<file path="src/rtl/cordic_seq_ctrl.sv">
// Sequencer for the CORDIC process datapath: one load cycle plus N_ITER micro-rotations.
// Vectoring records the per-iteration directions; rotation replays them on a new operand pair.
module cordic_seq_ctrl #(
    parameter int unsigned WIDTH_SHIFT_BIT = 4,
    parameter int unsigned N_ITER          = 15
) (
    input  logic                       clk_i,
    input  logic                       rst_ni,
    input  logic                       start_i,
    input  logic                       mode_i,
    input  logic                       pre_sign_i,
    input  logic                       stall_i,
    input  logic                       sign_out_i,
    output logic                       ce_o,
    output logic                       sel_o,
    output logic [WIDTH_SHIFT_BIT-1:0] shift_bit_o,
    output logic                       sign_in_o,
    output logic                       sign_rotation_o,
    output logic                       busy_o,
    output logic                       done_o,
    output logic                       dir_valid_o,
    output logic [N_ITER:0]            dir_out_o,
    output logic                       err_o
);
    localparam logic [WIDTH_SHIFT_BIT-1:0] PenultIdx = WIDTH_SHIFT_BIT'(N_ITER - 2);

    typedef enum logic [1:0] {StIdle, StLoad, StIter, StFinal} state_e;

    state_e                     state_q, state_d;
    logic [WIDTH_SHIFT_BIT-1:0] cnt_q, cnt_d;
    logic                       mode_q, mode_d;
    logic                       pre_q, pre_d;
    logic [N_ITER-1:0]          dir_q, dir_d;
    logic                       dir_valid_q, dir_valid_d;
    logic                       err_q, err_d;
    logic                       accept, reject, advance, dir_bit;

    assign accept  = (state_q == StIdle) && start_i && (!mode_i || dir_valid_q);
    assign reject  = (state_q == StIdle) && start_i && mode_i && !dir_valid_q;
    assign advance = (state_q == StIter) && !stall_i;

    always_ff @(posedge clk_i or negedge rst_ni) begin
        if (!rst_ni) begin
            state_q <= StIdle;
        end else begin
            state_q <= state_d;
        end
    end

    always_comb begin
        state_d = state_q;
        unique case (state_q)
            StIdle:  if (accept) state_d = StLoad;
            StLoad:  if (!stall_i) state_d = StIter;
            StIter:  if (advance && (cnt_q == PenultIdx)) state_d = StFinal;
            StFinal: state_d = StIdle;
            default: state_d = StIdle;
        endcase
    end

    // Stored direction for the current iteration, used when replaying.
    always_comb begin
        dir_bit = 1'b0;
        for (int unsigned k = 0; k < N_ITER; k++) begin
            if (cnt_q == WIDTH_SHIFT_BIT'(k)) dir_bit = dir_q[k];
        end
    end

    always_comb begin
        cnt_d       = cnt_q;
        mode_d      = mode_q;
        pre_d       = pre_q;
        dir_d       = dir_q;
        dir_valid_d = dir_valid_q;
        err_d       = reject;
        if (accept) begin
            cnt_d  = '0;
            mode_d = mode_i;
            // A new vectoring run invalidates the old set until it completes.
            if (!mode_i) begin
                pre_d       = pre_sign_i;
                dir_valid_d = 1'b0;
            end
        end
        if (advance) cnt_d = cnt_q + 1'b1;
        if (!mode_q && (advance || (state_q == StFinal))) begin
            for (int unsigned k = 0; k < N_ITER; k++) begin
                if (cnt_q == WIDTH_SHIFT_BIT'(k)) dir_d[k] = sign_out_i;
            end
        end
        if (!mode_q && (state_q == StFinal)) dir_valid_d = 1'b1;
    end

    always_ff @(posedge clk_i or negedge rst_ni) begin
        if (!rst_ni) begin
            cnt_q       <= '0;
            mode_q      <= 1'b0;
            pre_q       <= 1'b0;
            dir_q       <= '0;
            dir_valid_q <= 1'b0;
            err_q       <= 1'b0;
        end else begin
            cnt_q       <= cnt_d;
            mode_q      <= mode_d;
            pre_q       <= pre_d;
            dir_q       <= dir_d;
            dir_valid_q <= dir_valid_d;
            err_q       <= err_d;
        end
    end

    always_comb begin
        ce_o        = 1'b0;
        sel_o       = 1'b0;
        shift_bit_o = '0;
        sign_in_o   = 1'b0;
        busy_o      = 1'b1;
        done_o      = 1'b0;
        unique case (state_q)
            StIdle: busy_o = 1'b0;
            StLoad: ce_o = !stall_i;
            StIter: begin
                ce_o        = !stall_i;
                sel_o       = 1'b1;
                shift_bit_o = cnt_q;
                sign_in_o   = mode_q ? dir_bit : sign_out_i;
            end
            StFinal: begin
                sel_o       = 1'b1;
                shift_bit_o = cnt_q;
                sign_in_o   = mode_q ? dir_bit : sign_out_i;
                done_o      = 1'b1;
            end
            default: busy_o = 1'b0;
        endcase
    end

    assign sign_rotation_o = busy_o & pre_q;
    assign dir_valid_o     = dir_valid_q;
    assign dir_out_o       = {pre_q, dir_q};
    assign err_o           = err_q;

endmodule

</file>
<file path="config.mk">
export PLATFORM = sky130hd
export DESIGN_NAME = cordic_seq_ctrl
export DESIGN_NICKNAME = d
export VERILOG_FILES = /design/src/rtl/cordic_seq_ctrl.sv
export SDC_FILE = /design/constraint.sdc
export NUM_CORES = 1
export LEC_CHECK = 0
export ABC_AREA = 1
export CORE_ASPECT_RATIO = 1.75
export CORE_UTILIZATION = 44
export CTS_BUF_LIST = sky130_fd_sc_hd__clkbuf_16
export DETAILED_ROUTE_END_ITERATION = 16
export PLACE_DENSITY = 0.86
export SLEW_MARGIN = 30
export SYNTH_ARGS = -nofsm -noshare
export SYNTH_HDL_FRONTEND = slang
export SYNTH_SLANG_ARGS = --single-unit
</file>
<file path="constraint.sdc">
create_clock -name clk_i -period 1.7 [get_ports clk_i]
set_input_delay 0.17 -clock clk_i [delete_from_list [all_inputs] [get_ports clk_i]]
set_output_delay 0.17 -clock clk_i [all_outputs]
set_load 0.05 [all_outputs]
</file>
==> flow_metrics.tcl <==
set metrics [dict create \
    synth_top_area_frac 0.419 \
    worst-r2r-cell-count 11 \
    critical-path-top-delay-family "simple AND/OR/NAND/NOR gates" \
    critPathBufInv 2 \
    synth_seq_cells 25 \
    power_switching_share 0.490 \
    syn_to_final_growth_pct 60.5 \
    overall_fraction_of_global_route_tracks_in_use 0.291 \
    post_synth_inst_count 204 \
    cts-buffers-inserted 3 \
    nets 297 \
    cts.hold.buffers_added 0 \
    post_synth.cell_area_avg_um2 7.32 \
    cap_viol_max_count 0 \
    clk_latency_ns 0.26 \
    detail_route.iter0.violations 68 \
    max_freq_ghz 0.429 \
    globalRoute.totalOverflow 0 \
    final_hold_violation_count 0 \
    power.density_nw_per_um2 2050 \
    cts_root_buffer "clkbuf_16" \
    clockBufferDepth 2 \
    grt_start_max_net_pins 26 \
    ios 35 \
    die-width_um 46.0 \
    cts_tree "yes" \
    first_global_vias 1730 \
    finalCritPeriodShare 1.37 \
    arrival_time_at_the_worst_endpoint_ns 2.16 \
    max-slew-margin-rel 0.666 \
    syn-num-nets 219 \
    clk_transition_reported_paths_ns 0.06 \
    clock_sink_count 25 \
    first_pass_grt_wire_length_um 7660 \
    io_buffers 34 \
    final-seq-area_um2 629 \
    power_frac_seq 0.204 \
    switching_power_mw 2.41 \
    synth_largest_area_cell "dfrtp_1" \
    timing.rr.start "cnt_q[1]" \
    core_area_um2 3180 \
    cp_data_required_time_ns 1.53 \
    design.die.area_um2 3640 \
    fillerInstances 218 \
    layout_setup_ws_ns -0.631 \
    antenna_found_initial 0 \
    num_antenna_cells 0 \
    die-height_um 79.1 \
    capture_instance_of_the_worst_register_to_register_path "state_q[0]" \
    routed_wire_length_per_instance_um 14.8 \
    route.antenna.remaining_nets 0 \
    crit_fanout 5 \
    htree_num_levels 1 \
    place_congestion 0.822 \
    floorplan.rows 27 \
    multi_input_comb_area_um2 783 \
    detail_route.vias_per_cell 5.24 \
    power.share.clock 0.111 \
    worstSetupStartpointType "flop" \
    failed_checks "setup timing" \
    max-vdd-ir-drop_mv 1.56 \
    run_status "finished with violations" \
    initial_cell_density_of_the_core 0.470 \
    critPathSlowestCell "dfrtp_2" \
    timing.clock.skew_ns 0.00361 \
    crit_top_cell "nand2_1" \
    final_layout_size_suffix_gt1_frac 0.335 \
    min_path_type "in -> async" \
    tightestPinTransition_ns 0.499 \
    synthesis.yosys.warnings 0 \
    routed_wl_um 4800 \
    biggest_cell_delay_along_the_critical_path_ns 0.46 \
    pre_cts_ws_ns -0.392 \
    final.setup.tns_ns -1.41 \
    final-setup-viol-count 11 \
    syn-cell-area_um2 1490 \
    cell_internal_pwr_mw 2.51 \
    timing.critical_path.to_type "output port" \
    sequential_area_share_after_synthesis 0.419 \
    regToRegSetupSlack_ns -0.23 \
    ys_top_cells_by_area "dfrtp_1 (42%), nand2_1 (13%), inv_1 (8.8%)" \
    final_period_demand_of_the_worst_path_ns 2.33 \
    residual_drc 0 \
    crit_path_cell_trace "ha_2, nand2_1, nand2_1, inv_1, nand2_1, nand2_1, nand2_1, nand2_1, nand2_1, nand3_1, nand2_1, nand2_1, nand2_1, nand2_1, nand2_1, nand2_1, nand2_2, a21oi_4, buf_12" \
    drt_first_pass_iters 4 \
    critical_path_class "reg -> out" \
    grt_setup_unrepaired "true" \
    slew_violations 0 \
    netlist-cell-type-count 23 \
    leakagePower_nw 1.20 \
    detailed_place_hpwl_um 2990 \
    num_vias 1699 \
    combPwrFrac 0.686 \
]
stage by stage:
step,hold slack [ns],util,power [mW],std cells,cell area [µm²]
2_1_floorplan,-0.126,-,2.84,204,1550
3_3_place_gp,0.485,0.698,4.04,311,2220
3_5_place_dp,0.505,0.698,4.12,311,2220
4_1_cts,0.279,0.749,4.82,323,2380
5_1_grt,0.330,0.755,5.20,324,2400
6_report,0.263,0.755,4.92,324,2400
worst max path at each step:
| stage | startpoint | end | depth (start not counted) | slack, ns |
|---|---|---|---|---|
| 6_report | cnt_q[0] | sign_in_o | 19 | -0.63 |
| 5_1_grt | cnt_q[0] | sign_in_o | 19 | -0.76 |
| 4_1_cts | cnt_q[1] | sign_in_o | 20 | -0.63 |
| 3_5_place_dp | cnt_q[1] | sign_in_o | 19 | -0.39 |
| 3_3_place_gp | cnt_q[0] | sign_in_o | 19 | -0.35 |
| 2_1_floorplan | cnt_q[0] | sign_in_o | 18 | -0.29 |
logic make-up after synthesis:
kind of cell | count (synthesis) | synth area share
compound gates | 44 | 0.165
fa+ha+maj | 8 | 0.0670
buf+inv | 40 | 0.110
flops | 25 | 0.419
simple gates | 87 | 0.240
cell usage in the layout, fill, tap and decap left out, types with 2 or more instances in the layout:
cell type / Yosys / final
nand3_1: 13 / 12
clkbuf_16: 0 / 3
nor2_1: 18 / 14
inv_2: 0 / 3
dfrtp_2: 0 / 3
nor2_2: 0 / 3
ha_2: 0 / 3
buf_4: 1 / 57
ha_4: 0 / 3
ha_1: 8 / 2
inv_1: 35 / 31
buf_12: 0 / 8
a21oi_1: 12 / 12
clkdlybuf4s50_1: 0 / 11
nor2_4: 1 / 2
nand2_1: 52 / 51
a31oi_1: 7 / 7
dfrtp_1: 25 / 22
o21ai_0: 19 / 19
timing repair:
| action | 4_1_cts | 5_1_grt |
|---|---|---|
| pin swaps | 4 | 0 |
| setup endpoints to repair | 10 | 18 |
| resized for setup | 9 | 5 |
| buffers inserted | 6 | 1 |
| cloned | 2 | 0 |
worst reg2reg max path, stage by stage (launching register included):
cell and delay, ns:
dfrtp_2 0.45, inv_2 0.12, ha_4 0.16, buf_4 0.12, inv_1 0.06, buf_4 0.14
nor2_4 0.12, buf_4 0.13, a21oi_1 0.05, a221o_1 0.31, nand2_1 0.07, o21ai_0 0.08
state kept, by name (all words and copies together), names as in the netlist:
name	count
dir_valid_o	1
mode_q	1
state_q	2
dir_q	15
err_o	1
pre_q	1
cnt_q	4
layer usage:
layer / track usage / up-vias / part of all wire
li1: - / 809 / -
met1: 0.311 / 805 / 0.36
met2: 0.487 / 58 / 0.55
met5: 0 / - / 0
met4: 0.221 / 0 / 0.062
met3: 0.0318 / 27 / 0.028
area by class of cell:
type / count / share of cell area
inverters: 35 / 0.0558
clock buffers: 3 / 0.0313
clock inverters: 1 / 0.00313
well taps: 43 / 0.0224
multi-input cells: 139 / 0.327
flip-flops and latches: 25 / 0.263
repair buffers: 78 / 0.298
synthesized netlist by cell type:
cell type  count
nand2_1       52
inv_1         35
dfrtp_1       25
o21ai_0       19
nor2_1        18
nand3_1       13
a21oi_1       12
ha_1           8
a31oi_1        7
buf_2          2
a21oi_2        1
a221o_1        1
buf_4          1
buf_6          1
clkbuf_1       1
nand3b_1       1
nor2_4         1
nor3_1         1
o21ai_1        1
o21bai_1       1
o311ai_0       1
o31ai_1        1
or2_2          1
power by group through the flow:
stage,Combinational (mW),Sequential [mW],Clock [mW]
2_1_floorplan,1.51,1.33,0
3_3_place_gp,3.07,0.972,0
3_5_place_dp,3.13,0.987,0
4_1_cts,3.28,0.987,0.547
5_1_grt,3.61,1.02,0.570
6_report,3.38,1.00,0.545
Power figures use the tool's default switching activity.
